===== src/rtl/axil_slave_arb.sv =====
// AXI-Lite slave front-end: one-entry AW/W/AR buffers, fair read/write arbitration
// and a single-port user register interface with ack, error and timeout handling.
module axil_slave_arb #(
    parameter int                    DATA_WIDTH     = 32,
    parameter int                    ADDR_WIDTH     = 32,
    parameter int                    STRB_WIDTH     = DATA_WIDTH / 8,
    parameter logic [ADDR_WIDTH-1:0] ADDR_BASE      = '0,
    parameter int                    ADDR_SPAN_BITS = 12,
    parameter int                    TIMEOUT        = 16
) (
    input  logic                  clk,
    input  logic                  rst_n,
    input  logic [ADDR_WIDTH-1:0] s_axil_awaddr,
    input  logic [2:0]            s_axil_awprot,
    input  logic                  s_axil_awvalid,
    output logic                  s_axil_awready,
    input  logic [DATA_WIDTH-1:0] s_axil_wdata,
    input  logic [STRB_WIDTH-1:0] s_axil_wstrb,
    input  logic                  s_axil_wvalid,
    output logic                  s_axil_wready,
    output logic [1:0]            s_axil_bresp,
    output logic                  s_axil_bvalid,
    input  logic                  s_axil_bready,
    input  logic [ADDR_WIDTH-1:0] s_axil_araddr,
    input  logic [2:0]            s_axil_arprot,
    input  logic                  s_axil_arvalid,
    output logic                  s_axil_arready,
    output logic [DATA_WIDTH-1:0] s_axil_rdata,
    output logic [1:0]            s_axil_rresp,
    output logic                  s_axil_rvalid,
    input  logic                  s_axil_rready,
    output logic [ADDR_WIDTH-1:0] usr_addr,
    output logic [DATA_WIDTH-1:0] usr_wdata,
    output logic [STRB_WIDTH-1:0] usr_wstrb,
    output logic                  usr_wen,
    output logic                  usr_ren,
    input  logic [DATA_WIDTH-1:0] usr_rdata,
    input  logic                  usr_ack,
    input  logic                  usr_err
);
    localparam int CNT_W = (TIMEOUT > 2) ? $clog2(TIMEOUT) : 1;
    localparam logic [CNT_W-1:0] CNT_LAST = CNT_W'((TIMEOUT > 0) ? (TIMEOUT - 1) : 0);

    typedef enum logic [2:0] {IDLE, WR_REQ, RD_REQ, WR_RESP, RD_RESP} state_t;

    function automatic logic in_window(input logic [ADDR_WIDTH-1:0] addr);
        return addr[ADDR_WIDTH-1:ADDR_SPAN_BITS] == ADDR_BASE[ADDR_WIDTH-1:ADDR_SPAN_BITS];
    endfunction

    state_t                  state_r, state_nxt_s;
    logic                    en_r, aw_full_r, w_full_r, ar_full_r, last_wr_r;
    logic [ADDR_WIDTH-1:0]   aw_addr_r, ar_addr_r, usr_addr_r;
    logic [DATA_WIDTH-1:0]   w_data_r, usr_wdata_r, rdata_r;
    logic [STRB_WIDTH-1:0]   w_strb_r, usr_wstrb_r;
    logic [CNT_W-1:0]        cnt_r;
    logic                    usr_wen_r, usr_ren_r, bvalid_r, rvalid_r;
    logic [1:0]              bresp_r, rresp_r, req_resp_s;
    logic                    grant_wr_s, grant_rd_s, req_done_s, tmo_s;
    logic                    aw_in_s, ar_in_s, wr_free_s, rd_free_s;
    logic                    aw_hs_s, w_hs_s, ar_hs_s;
    logic                    unused_s;

    assign unused_s       = ^{s_axil_awprot, s_axil_arprot};
    assign s_axil_awready = en_r & ~aw_full_r;
    assign s_axil_wready  = en_r & ~w_full_r;
    assign s_axil_arready = en_r & ~ar_full_r;
    assign aw_hs_s        = s_axil_awvalid & s_axil_awready;
    assign w_hs_s         = s_axil_wvalid & s_axil_wready;
    assign ar_hs_s        = s_axil_arvalid & s_axil_arready;
    assign aw_in_s        = in_window(aw_addr_r);
    assign ar_in_s        = in_window(ar_addr_r);
    assign wr_free_s      = (state_r == WR_RESP) & s_axil_bready;
    assign rd_free_s      = (state_r == RD_RESP) & s_axil_rready;
    assign tmo_s          = (TIMEOUT != 0) && (cnt_r == CNT_LAST);

    assign s_axil_bvalid = bvalid_r;
    assign s_axil_bresp  = bresp_r;
    assign s_axil_rvalid = rvalid_r;
    assign s_axil_rresp  = rresp_r;
    assign s_axil_rdata  = rdata_r;
    assign usr_addr      = usr_addr_r;
    assign usr_wdata     = usr_wdata_r;
    assign usr_wstrb     = usr_wstrb_r;
    assign usr_wen       = usr_wen_r;
    assign usr_ren       = usr_ren_r;

    // Next-state logic, arbitration and request completion
    always_comb begin
        state_nxt_s = state_r;
        grant_wr_s  = 1'b0;
        grant_rd_s  = 1'b0;
        req_done_s  = 1'b0;
        if (usr_ack) begin
            req_resp_s = usr_err ? 2'b10 : 2'b00;
        end else begin
            req_resp_s = 2'b10;
        end
        case (state_r)
            IDLE: begin
                // On a tie the grant goes opposite to the previous one
                if (aw_full_r && w_full_r && (!ar_full_r || !last_wr_r)) begin
                    grant_wr_s  = 1'b1;
                    state_nxt_s = aw_in_s ? WR_REQ : WR_RESP;
                end else if (ar_full_r) begin
                    grant_rd_s  = 1'b1;
                    state_nxt_s = ar_in_s ? RD_REQ : RD_RESP;
                end else begin
                    state_nxt_s = IDLE;
                end
            end
            WR_REQ, RD_REQ: begin
                if (usr_ack || tmo_s) begin
                    req_done_s  = 1'b1;
                    state_nxt_s = (state_r == WR_REQ) ? WR_RESP : RD_RESP;
                end else begin
                    state_nxt_s = state_r;
                end
            end
            WR_RESP: begin
                if (s_axil_bready) begin
                    state_nxt_s = IDLE;
                end else begin
                    state_nxt_s = WR_RESP;
                end
            end
            RD_RESP: begin
                if (s_axil_rready) begin
                    state_nxt_s = IDLE;
                end else begin
                    state_nxt_s = RD_RESP;
                end
            end
            default: state_nxt_s = IDLE;
        endcase
    end

    // State register and wait-state counter
    always_ff @(posedge clk or negedge rst_n) begin
        if (!rst_n) begin
            state_r <= IDLE;
            cnt_r   <= '0;
        end else begin
            state_r <= state_nxt_s;
            if ((state_r == WR_REQ || state_r == RD_REQ) && state_nxt_s == state_r) begin
                cnt_r <= cnt_r + 1'b1;
            end else begin
                cnt_r <= '0;
            end
        end
    end

    // Channel buffers and arbitration pointer
    always_ff @(posedge clk or negedge rst_n) begin
        if (!rst_n) begin
            en_r      <= 1'b0;
            aw_full_r <= 1'b0;
            w_full_r  <= 1'b0;
            ar_full_r <= 1'b0;
            last_wr_r <= 1'b0;
            aw_addr_r <= '0;
            ar_addr_r <= '0;
            w_data_r  <= '0;
            w_strb_r  <= '0;
        end else begin
            en_r <= 1'b1;
            if (aw_hs_s) begin
                aw_full_r <= 1'b1;
                aw_addr_r <= s_axil_awaddr;
            end else if (wr_free_s) begin
                aw_full_r <= 1'b0;
            end
            if (w_hs_s) begin
                w_full_r <= 1'b1;
                w_data_r <= s_axil_wdata;
                w_strb_r <= s_axil_wstrb;
            end else if (wr_free_s) begin
                w_full_r <= 1'b0;
            end
            if (ar_hs_s) begin
                ar_full_r <= 1'b1;
                ar_addr_r <= s_axil_araddr;
            end else if (rd_free_s) begin
                ar_full_r <= 1'b0;
            end
            if (grant_wr_s) begin
                last_wr_r <= 1'b1;
            end else if (grant_rd_s) begin
                last_wr_r <= 1'b0;
            end
        end
    end

    // User-side request strobes and held access fields
    always_ff @(posedge clk or negedge rst_n) begin
        if (!rst_n) begin
            usr_wen_r   <= 1'b0;
            usr_ren_r   <= 1'b0;
            usr_addr_r  <= '0;
            usr_wdata_r <= '0;
            usr_wstrb_r <= '0;
        end else begin
            usr_wen_r <= grant_wr_s & aw_in_s;
            usr_ren_r <= grant_rd_s & ar_in_s;
            if (grant_wr_s && aw_in_s) begin
                usr_addr_r  <= aw_addr_r - ADDR_BASE;
                usr_wdata_r <= w_data_r;
                usr_wstrb_r <= w_strb_r;
            end else if (grant_rd_s && ar_in_s) begin
                usr_addr_r <= ar_addr_r - ADDR_BASE;
            end else if (req_done_s) begin
                usr_addr_r  <= '0;
                usr_wdata_r <= '0;
                usr_wstrb_r <= '0;
            end
        end
    end

    // AXI-Lite B and R response registers
    always_ff @(posedge clk or negedge rst_n) begin
        if (!rst_n) begin
            bvalid_r <= 1'b0;
            bresp_r  <= 2'b00;
            rvalid_r <= 1'b0;
            rresp_r  <= 2'b00;
            rdata_r  <= '0;
        end else begin
            if (grant_wr_s && !aw_in_s) begin
                bvalid_r <= 1'b1;
                bresp_r  <= 2'b11;
            end else if (req_done_s && state_r == WR_REQ) begin
                bvalid_r <= 1'b1;
                bresp_r  <= req_resp_s;
            end else if (wr_free_s) begin
                bvalid_r <= 1'b0;
            end
            if (grant_rd_s && !ar_in_s) begin
                rvalid_r <= 1'b1;
                rresp_r  <= 2'b11;
                rdata_r  <= '0;
            end else if (req_done_s && state_r == RD_REQ) begin
                rvalid_r <= 1'b1;
                rresp_r  <= req_resp_s;
                rdata_r  <= (usr_ack && !usr_err) ? usr_rdata : '0;
            end else if (rd_free_s) begin
                rvalid_r <= 1'b0;
            end
        end
    end
endmodule


===== config.mk =====
export PLATFORM = sky130hd
export DESIGN_NAME = axil_slave_arb
export DESIGN_NICKNAME = d
export VERILOG_FILES = /design/src/rtl/axil_slave_arb.sv
export SDC_FILE = /design/constraint.sdc
export NUM_CORES = 1
export LEC_CHECK = 0
export CAP_MARGIN = 40
export CORE_ASPECT_RATIO = 2
export CORE_MARGIN = 2
export CORE_UTILIZATION = 42
export CTS_CLUSTER_SIZE = 40
export DETAILED_ROUTE_END_ITERATION = 7
export GPL_ROUTABILITY_DRIVEN = 0
export PLACE_DENSITY = 0.76
export REMOVE_ABC_BUFFERS = 1
export SYNTH_ARGS = -nofsm -noshare
export SYNTH_HDL_FRONTEND = slang
export SYNTH_SLANG_ARGS = --single-unit

===== constraint.sdc =====
create_clock -name clk -period 2.15 [get_ports clk]
set_input_delay 0.43 -clock clk [delete_from_list [all_inputs] [get_ports clk]]
set_output_delay 0.43 -clock clk [all_outputs]
set_load 0.005 [all_outputs]

# Word-level counts from Yosys, hierarchy flattened
# Index checks and enable logic that the tools add are counted.
[word_totals]
reg_bits = 220
output_inout_bits = 111
wordCells = 120
input_bits = 147
[op_classes]
eq_ne = 7
muxes = 45
bitwise = 13
addsub = 1
reduce_logical = 33
[op_table]
columns = ["operator", "n"]
rows = [
  ["$mux 32", 8],
  ["$logic_not 20->1", 2],
  ["$mux 1", 18],
  ["$mux 3", 6],
  ["$mux 2", 8],
  ["$mux 4", 4],
  ["$reduce_bool 2->1", 7],
  ["$pmux 3 s4", 1],
  ["$and 1x1->1", 10],
  ["$logic_and 1x1->1", 10],
  ["$reduce_bool 3->1", 3],
  ["$eq 3x2->1 const B", 2],
  ["$logic_not 1->1", 5],
  ["$add 4x1->4 const B", 1],
  ["$eq 4x4->1 const B", 1],
  ["$eq 3x1->1 const B", 1],
  ["$eq 3x3->1", 1],
  ["$eq 3x3->1 const B", 1],
  ["$logic_not 3->1", 1],
  ["$logic_or 1x1->1", 3],
  ["$not 1->1", 3],
  ["$ne 2x2->1 const B", 1],
  ["$reduce_and 2->1", 1],
  ["$reduce_or 2->1", 1],
]

# Longest topological paths before layout
# Gate-level depths: netlist (run 1).
[logic_depth]
word_depth = 8
ltp_mapped = 7
ltp_nobuf = 5

# Least setup slack after synthesis (run 1)
# OpenSTA, ideal clock, no wires.
[synth_path]
kind = "reg-to-reg"
startpoint = "reg cnt_r[0]"
endpoint = "reg rdata_r[25], in the netlist s_axil_rdata[25]"
n_path_buf = 2
period_less_slack_ns = 2.001
setup_ns = 0.122
stages_incl_launch_ff = 7
required_ns = 2.028
t_arrival_ns = 1.879
setup_slack_ns = 0.149
path_cell_list = "dfrtp_1 -> ha_1 -> a31oi_1 -> or4b_2 -> buf_2 -> buf_6 -> a32o_1"
[synth_between]
elab_chain_len = 6
[synth_lines]
columns = ["element", "line_no", "source"]
rows = [
  ["start: declaration", "55", "logic [CNT_W-1:0] cnt_r;"],
  ["start signal: assignment", "145", "cnt_r <= cnt_r + 1'b1;"],
  ["$eq 4x4->1", "74", "assign tmo_s = (TIMEOUT != 0) && (cnt_r == CNT_LAST);"],
  ["$logic_or 1x1->1", "112", "if (usr_ack || tmo_s) begin"],
  ["$mux 1", "112", ""],
  ["$mux 1", "98", "case (state_r)"],
  ["$logic_and 1x1->1", "240", "end else if (req_done_s && state_r == RD_REQ) begin"],
  ["$reduce_bool 2->1 (no source line)", "n/a", ""],
  ["end signal: assignment", "243", "rdata_r <= (usr_ack && !usr_err) ? usr_rdata : '0;"],
  ["end: declaration", "53", "logic [DATA_WIDTH-1:0] w_data_r, usr_wdata_r, rdata_r;"],
]
# No other way between the ends.
# A chain may end at the register's enable or synchronous reset.

# Final worst setup path (run 1)
[layout_path]
startpoint = "reg ar_full_r"
endpoint = "out s_axil_arready"
[layout_between]
elab_chain_len = 2
[layout_lines]
columns = ["element", "line_no", "source"]
rows = [
  ["start: declaration", "51", "logic en_r, aw_full_r, w_full_r, ar_full_r, last_wr_r;"],
  ["start signal: assignment", "158", "ar_full_r <= 1'b0;"],
  ["start signal: assignment", "180", "ar_full_r <= 1'b1;"],
  ["start signal: assignment", "183", "ar_full_r <= 1'b0;"],
  ["$not 1->1", "66", "assign s_axil_arready = en_r & ~ar_full_r;"],
  ["$and 1x1->1", "66", ""],
  ["end: declaration", "27", "output logic s_axil_arready,"],
]
# No other way between the ends.

==> summary.md, run 1 <==
| Metric | Value |
|---|---|
| Run status | complete, no violations |
| Pint | 9.63 mW |
| Comb pwr share | 0.287 |
| Core region area | 19,800 µm² |
| Gate Count Post-Synth | 591 |
| TritonCTS Buffers | 20 |
| H-tree depth | 1 |
| Dominant synthesized flop cell | dfrtp_1 |
| Wire per inst | 19.9 µm |
| Post-synthesis register bit count | 220 |
| Initial antenna violation count | 3 |
| P_sw | 3.76 mW |
| FMAX | 487 MHz |
| Reg2Reg Depth | 4 |
| Final WL | 22,300 µm |
| Crit. End Element | primary output |
| Clk pin slew, worst setup/hold paths | 60 ps |
| Post-Place Setup Slack | -153 ps |
| GR Overflow Total | 0 |
| CP required | 1720 ps |
| Post-synthesis sequential area ratio | 0.651 |
| Final min period | 2050 ps |
| Die Y | 205 µm |
| Clk_lat worst skew | 500 ps |
| Sw Share | 0.281 |
| Via Count | 6,149 |
| Detail Route Antenna Nets | 0 |
| TritonCTS clock tree | done |
| Worst VDD drop | 0.000837 V |
| Iter 0 DRT Violations | 235 |
| Vias in the first global route | 6,415 |
| Vias per Instance | 5.47 |
| Setup WS post-layout | 96.0 ps |
| Clk network pwr share | 0.245 |
| Max-cap viol count | 0 |
| PortBufs | 251 |
| EDFF count, synth | 0 |
| Gr usage total | 0.203 |
| First-pass GRT wire length | 34,200 µm |
| Detailed-router iteration count before antenna repair | 4 |
| Distinct cells, synth | 44 |
| Fill count | 1,549 |
| Worst-path maximum fanout | 4 |
| Largest net degree at the start of global routing | 57 |
| Core Util, Final | 0.610 |
| Max-slew violation count | 0 |
| Worst EP arrival | 1620 ps |
| Worst Clk Skew | 16.5 ps |
| Hold Vio Cnt, Final | 0 |
| Num rows | 73 |
| CP Class | reg2out |
| Die area | 21,400 µm² |
| Root Buffer | clkbuf_16 |
| Layout cells sized above 1 | 0.186 |
| Sequential share of power | 0.468 |
| DRC Markers | 0 |
| Syn Std Cell Area | 8460 µm² |
| # IOs | 258 |
| CP Launch Type | flip-flop |
| Syn avg cell area | 14.3 µm² |
| Num Clock Sinks | 220 |
| Layout area overhead | 42.9% |
| Setup-failing EPs final | 0 |
| RSZ-0062 raised after global routing | false |
| CTS max path bufs | 3 |
| Starting density of the core | 0.427 |
| Leakage | 5.26 nW |
| Min-delay worst type | in2async |
| Post-synth ARST share | 1.00 |
| Pwr Density | 1110 nW/µm² |
| Dpl hpwl | 15,800 µm |
| Hold Worst Slack | 461 ps |
| Layout Nets | 1,000 |
| Final period util | 0.955 |
| Die W | 104 µm |
| Yosys warns | 0 |
==> final timing paths <==
check | startpoint | end | slack, ps
setup / recovery | ar_full_r | s_axil_arready | 100
hold / removal | rst_n | usr_wdata[24] | 460
setup reg to reg | ar_addr_r[15] | usr_addr[5] | 120
hold reg to reg | cnt_r[0] | cnt_r[0] | 470
max in group asynchronous | rst_n | aw_addr_r[20] | 1040
min in group clk | cnt_r[0] | cnt_r[0] | 470
==> synthesized netlist by cell type, drive strengths merged, types with 12 or more instances <==
| library cell | instances | area share |
|---|---|---|
| dfrtp | 220 | 0.65 |
| mux2 | 100 | 0.13 |
| a22o | 36 | 0.037 |
| a32o | 32 | 0.038 |
| buf | 26 | 0.017 |
| and3 | 24 | 0.018 |
| nand2 | 20 | 0.0089 |
| nand3 | 20 | 0.012 |
| clkbuf | 15 | 0.0067 |
| o21ai | 15 | 0.0089 |
| nand4 | 12 | 0.0089 |
| o211ai | 12 | 0.011 |
==> cells in the final DEF, fill, tap and decap left out, drive strengths merged, types with 3 or more instances in the layout <==
cell type      count
o211ai            12
nand4             12
a31oi              3
clkbuf            29
mux2             100
and3              24
inv                5
nor3               3
clkdlybuf4s50    250
dfrtp            220
a22o              36
nor2               7
nor2b              6
nor4               8
nand2b             3
nand2             20
nand3             20
diode              3
buf               27
o21ai             15
a32o              32
==> sequential cells by signal, summed over array words and instances (netlist names), 2 cells and up <==
| register | cells |
|---|---|
| ar_addr_r | 32 |
| aw_addr_r | 32 |
| s_axil_rdata | 32 |
| usr_addr | 32 |
| usr_wdata | 32 |
| w_data_r | 32 |
| cnt_r | 4 |
| usr_wstrb | 4 |
| w_strb_r | 4 |
| state_r | 3 |
| s_axil_bresp | 2 |
| s_axil_rresp | 2 |
==> critical path: stages (launching register included) <==
cell and delay (ps):
dfrtp_1 430, nor2b_1 170, clkdlybuf4s50_1 540
==> stage by stage <==
| stage | instance area, µm² | power (mW) | TNS (ps) | instances |
|---|---|---|---|---|
| floorplan | 8260 | 8.17 | -59700 | 550 |
| finish | 12100 | 13.4 | 0 | 1125 |
| CTS | 12100 | 13.5 | 0 | 1121 |
| global placement | 11500 | 9.96 | -7710 | 1090 |
| global route | 12100 | 14.1 | 0 | 1125 |
| detailed placement | 11500 | 10.2 | -9100 | 1090 |
==> cells by family (layout without fill, tap and decap cells) <==
| group | after synthesis | after routing | synth area share |
|---|---|---|---|
| mux | 101 | 101 | 0.134 |
| flops | 220 | 220 | 0.651 |
| compound gates | 109 | 110 | 0.111 |
| other cells | 1 | 4 | 0.000443 |
| xor+xnor | 3 | 3 | 0.00311 |
| buf+inv | 45 | 313 | 0.0251 |
| simple gates | 111 | 111 | 0.0739 |
| fa+ha+maj | 1 | 1 | 0.00148 |
==> power groups by stage <==
stage / Combinational [mW] / Sequential [mW] / Clock (mW)
global placement: 3.73 / 6.23 / 0
global route: 4.15 / 6.43 / 3.50
detailed placement: 3.86 / 6.33 / 0
floorplan: 1.98 / 6.19 / 0
CTS: 3.87 / 6.26 / 3.36
finish: 3.85 / 6.26 / 3.28
==> metal layers <==
layer | global-route usage | vias to the layer above | wire [µm]
met4 | 0.0936 | 0 | 973
met1 | 0.221 | 3170 | 7920
met2 | 0.382 | 201 | 12500
met5 | 0 | - | 0
li1 | - | 2723 | -
met3 | 0.0305 | 55 | 959
==> repair_timing <==
item | 4_1_cts | 5_1_grt
hold endpoints to repair | 47 | 0
hold buffers | 1 | 0
gates resized for setup | 0 | 2
buffers inserted | 0 | 0
endpoints found under the setup margin | 0 | 1
==> final cells by class <==
type                            instances  area (µm²)  area share
Multi-Input combinational cell        327        2770       0.229
Sequential cell                       220        5510       0.455
Clock inverter                          2        13.8     0.00114
Antenna cell                            3        7.51    0.000621
Timing Repair Buffer                  279        2890       0.239
Clock buffer                           28         562      0.0465
Tap cell                              262         328      0.0271
Inverter                                4        15.0     0.00124
Note: power is estimated with default switching activity, not from simulation.
==> run 2, diff against run 1 <==
CORE_UTILIZATION = 40   (was 42)
PLACE_DENSITY = 0.73   (was 0.76)
==> summary.md, run 2 (synthesis results as in run 1) <==
| Metric | Value |
|---|---|
| Run status | complete, no violations |
| Dpl hpwl | 15,400 µm |
| TritonCTS Buffers | 20 |
| Die Y | 210 µm |
| CP max stage delay | 530 ps |
| Clk_lat worst skew | 490 ps |
| Final WL | 21,900 µm |
| WP buf/inv | 1 |
| Iter 0 DRT Violations | 407 |
| Setup TNS | 0 ps |
| Setup-failing EPs final | 0 |
| Crit. End Element | primary output |
| FF+latch area | 5510 µm² |
| Antenna cell count | 0 |
| TritonCTS clock tree | done |
| Min-delay worst type | in2async |
| First-pass GRT wire length | 34,100 µm |
| Worst Clk Skew | 13.0 ps |
| Hold Vio Cnt, Final | 0 |
| Most frequent cells in the layout | 250 x clkdlybuf4s50_1, 220 x dfrtp_1, 100 x mux2_2 |
| Die area | 22,400 µm² |
| Layout Nets | 997 |
| Worst EP arrival | 1600 ps |
| Layout cells sized above 1 | 0.194 |
| Die W | 107 µm |
| Postcts setup bufs | 0 |
| Final period util | 0.945 |
| Via Count | 6,014 |
| Crit-path leading delay family | buffers and inverters |
| Crit-path cells | nor2b_1, clkdlybuf4s50_1 |
| Initial antenna violation count | 0 |
| RSZ-0062 raised after global routing | false |
| CP Class | reg2out |
| Area of the multi-input gates | 2760 µm² |
| CP required | 1720 ps |
| Vias in the first global route | 6,252 |
| FMAX | 492 MHz |
| Starting density of the core | 0.406 |
| GR Overflow Total | 0 |
| Max-slew violation count | 0 |
| Vias per Instance | 5.32 |
| Root Buffer | clkbuf_16 |
| Max-cap viol count | 0 |
| Pwr Density | 1130 nW/µm² |
| Core region area | 20,800 µm² |
| Worst-path maximum fanout | 4 |
| Largest net degree at the start of global routing | 64 |
| Worst path slowest cell | clkdlybuf4s50_1 |
| Num rows | 75 |
| Detail Route Antenna Nets | 0 |
| Gr usage total | 0.194 |
| Detailed-router iteration count before antenna repair | 4 |
| PortBufs | 251 |
| Clk pin slew, worst setup/hold paths | 70 ps |
| Leakage | 5.29 nW |
| # IOs | 258 |
| CP Launch Type | flip-flop |
| CTS max path bufs | 3 |
| Most common cell after layout, fill and taps aside | clkdlybuf4s50_1 |
| H-tree depth | 1 |
| Layout area overhead | 43.8% |
| Num Clock Sinks | 220 |
| Final min period | 2030 ps |
| Wire per inst | 19.4 µm |
| DRC Markers | 0 |
| Total power | 13.7 mW |
| Worst VDD drop | 0.000780 V |
| Fill count | 1,699 |
[run 2: area by class of cell]
cell class | instances | area share
tap | 269 | 0.0277
timing repair buffer | 277 | 0.237
clock buffer | 26 | 0.0472
sequential | 220 | 0.453
clock inverter | 8 | 0.00833
inverter | 4 | 0.00123
multi-input combinational | 326 | 0.226
[run 2: report_power, final]
| group | switching (mW) | internal, mW |
|---|---|---|
| registers | 0.704 | 5.52 |
| clock network | 1.53 | 2.13 |
| logic | 1.53 | 2.32 |
| total | 3.77 | 9.97 |
[run 2: metal layers]
metal,track usage,share of wire,vias up
met5,0,0,-
met1,0.220,0.36,3024
li1,-,-,2713
met2,0.349,0.54,218
met3,0.0339,0.055,59
met4,0.0896,0.049,0
[run 2: path summary, 6_finish.rpt]
check	start	to	slack, ps	depth (start not counted)
max in group asynchronous	rst_n	w_strb_r[3]	1070	3
max reg2reg	ar_addr_r[16]	usr_addr[11]	150	4
max	ar_full_r	s_axil_arready	120	2
min reg2reg	cnt_r[0]	cnt_r[0]	480	1
min in group clk	cnt_r[0]	cnt_r[0]	480	1
min	rst_n	aw_addr_r[27]	420	2
[run 2: stage by stage]
step / instances / cell area (µm²) / hold WS, ps / util / worst slack [ps]
2_1_floorplan: 550 / 8260 / 134 / - / -1350
3_3_place_gp: 1095 / 11500 / 346 / 0.551 / -114
3_5_place_dp: 1095 / 11500 / 346 / 0.551 / -152
4_1_cts: 1130 / 12200 / 429 / 0.584 / 80.6
5_1_grt: 1130 / 12200 / 444 / 0.584 / 41.8
6_report: 1130 / 12200 / 420 / 0.584 / 119
[run 2: what timing repair did]
action                     4_1_cts  5_1_grt
gates resized for setup          0        2
hold endpoints to repair        39        0
setup endpoints to repair        0        1
hold buffers                     1        0
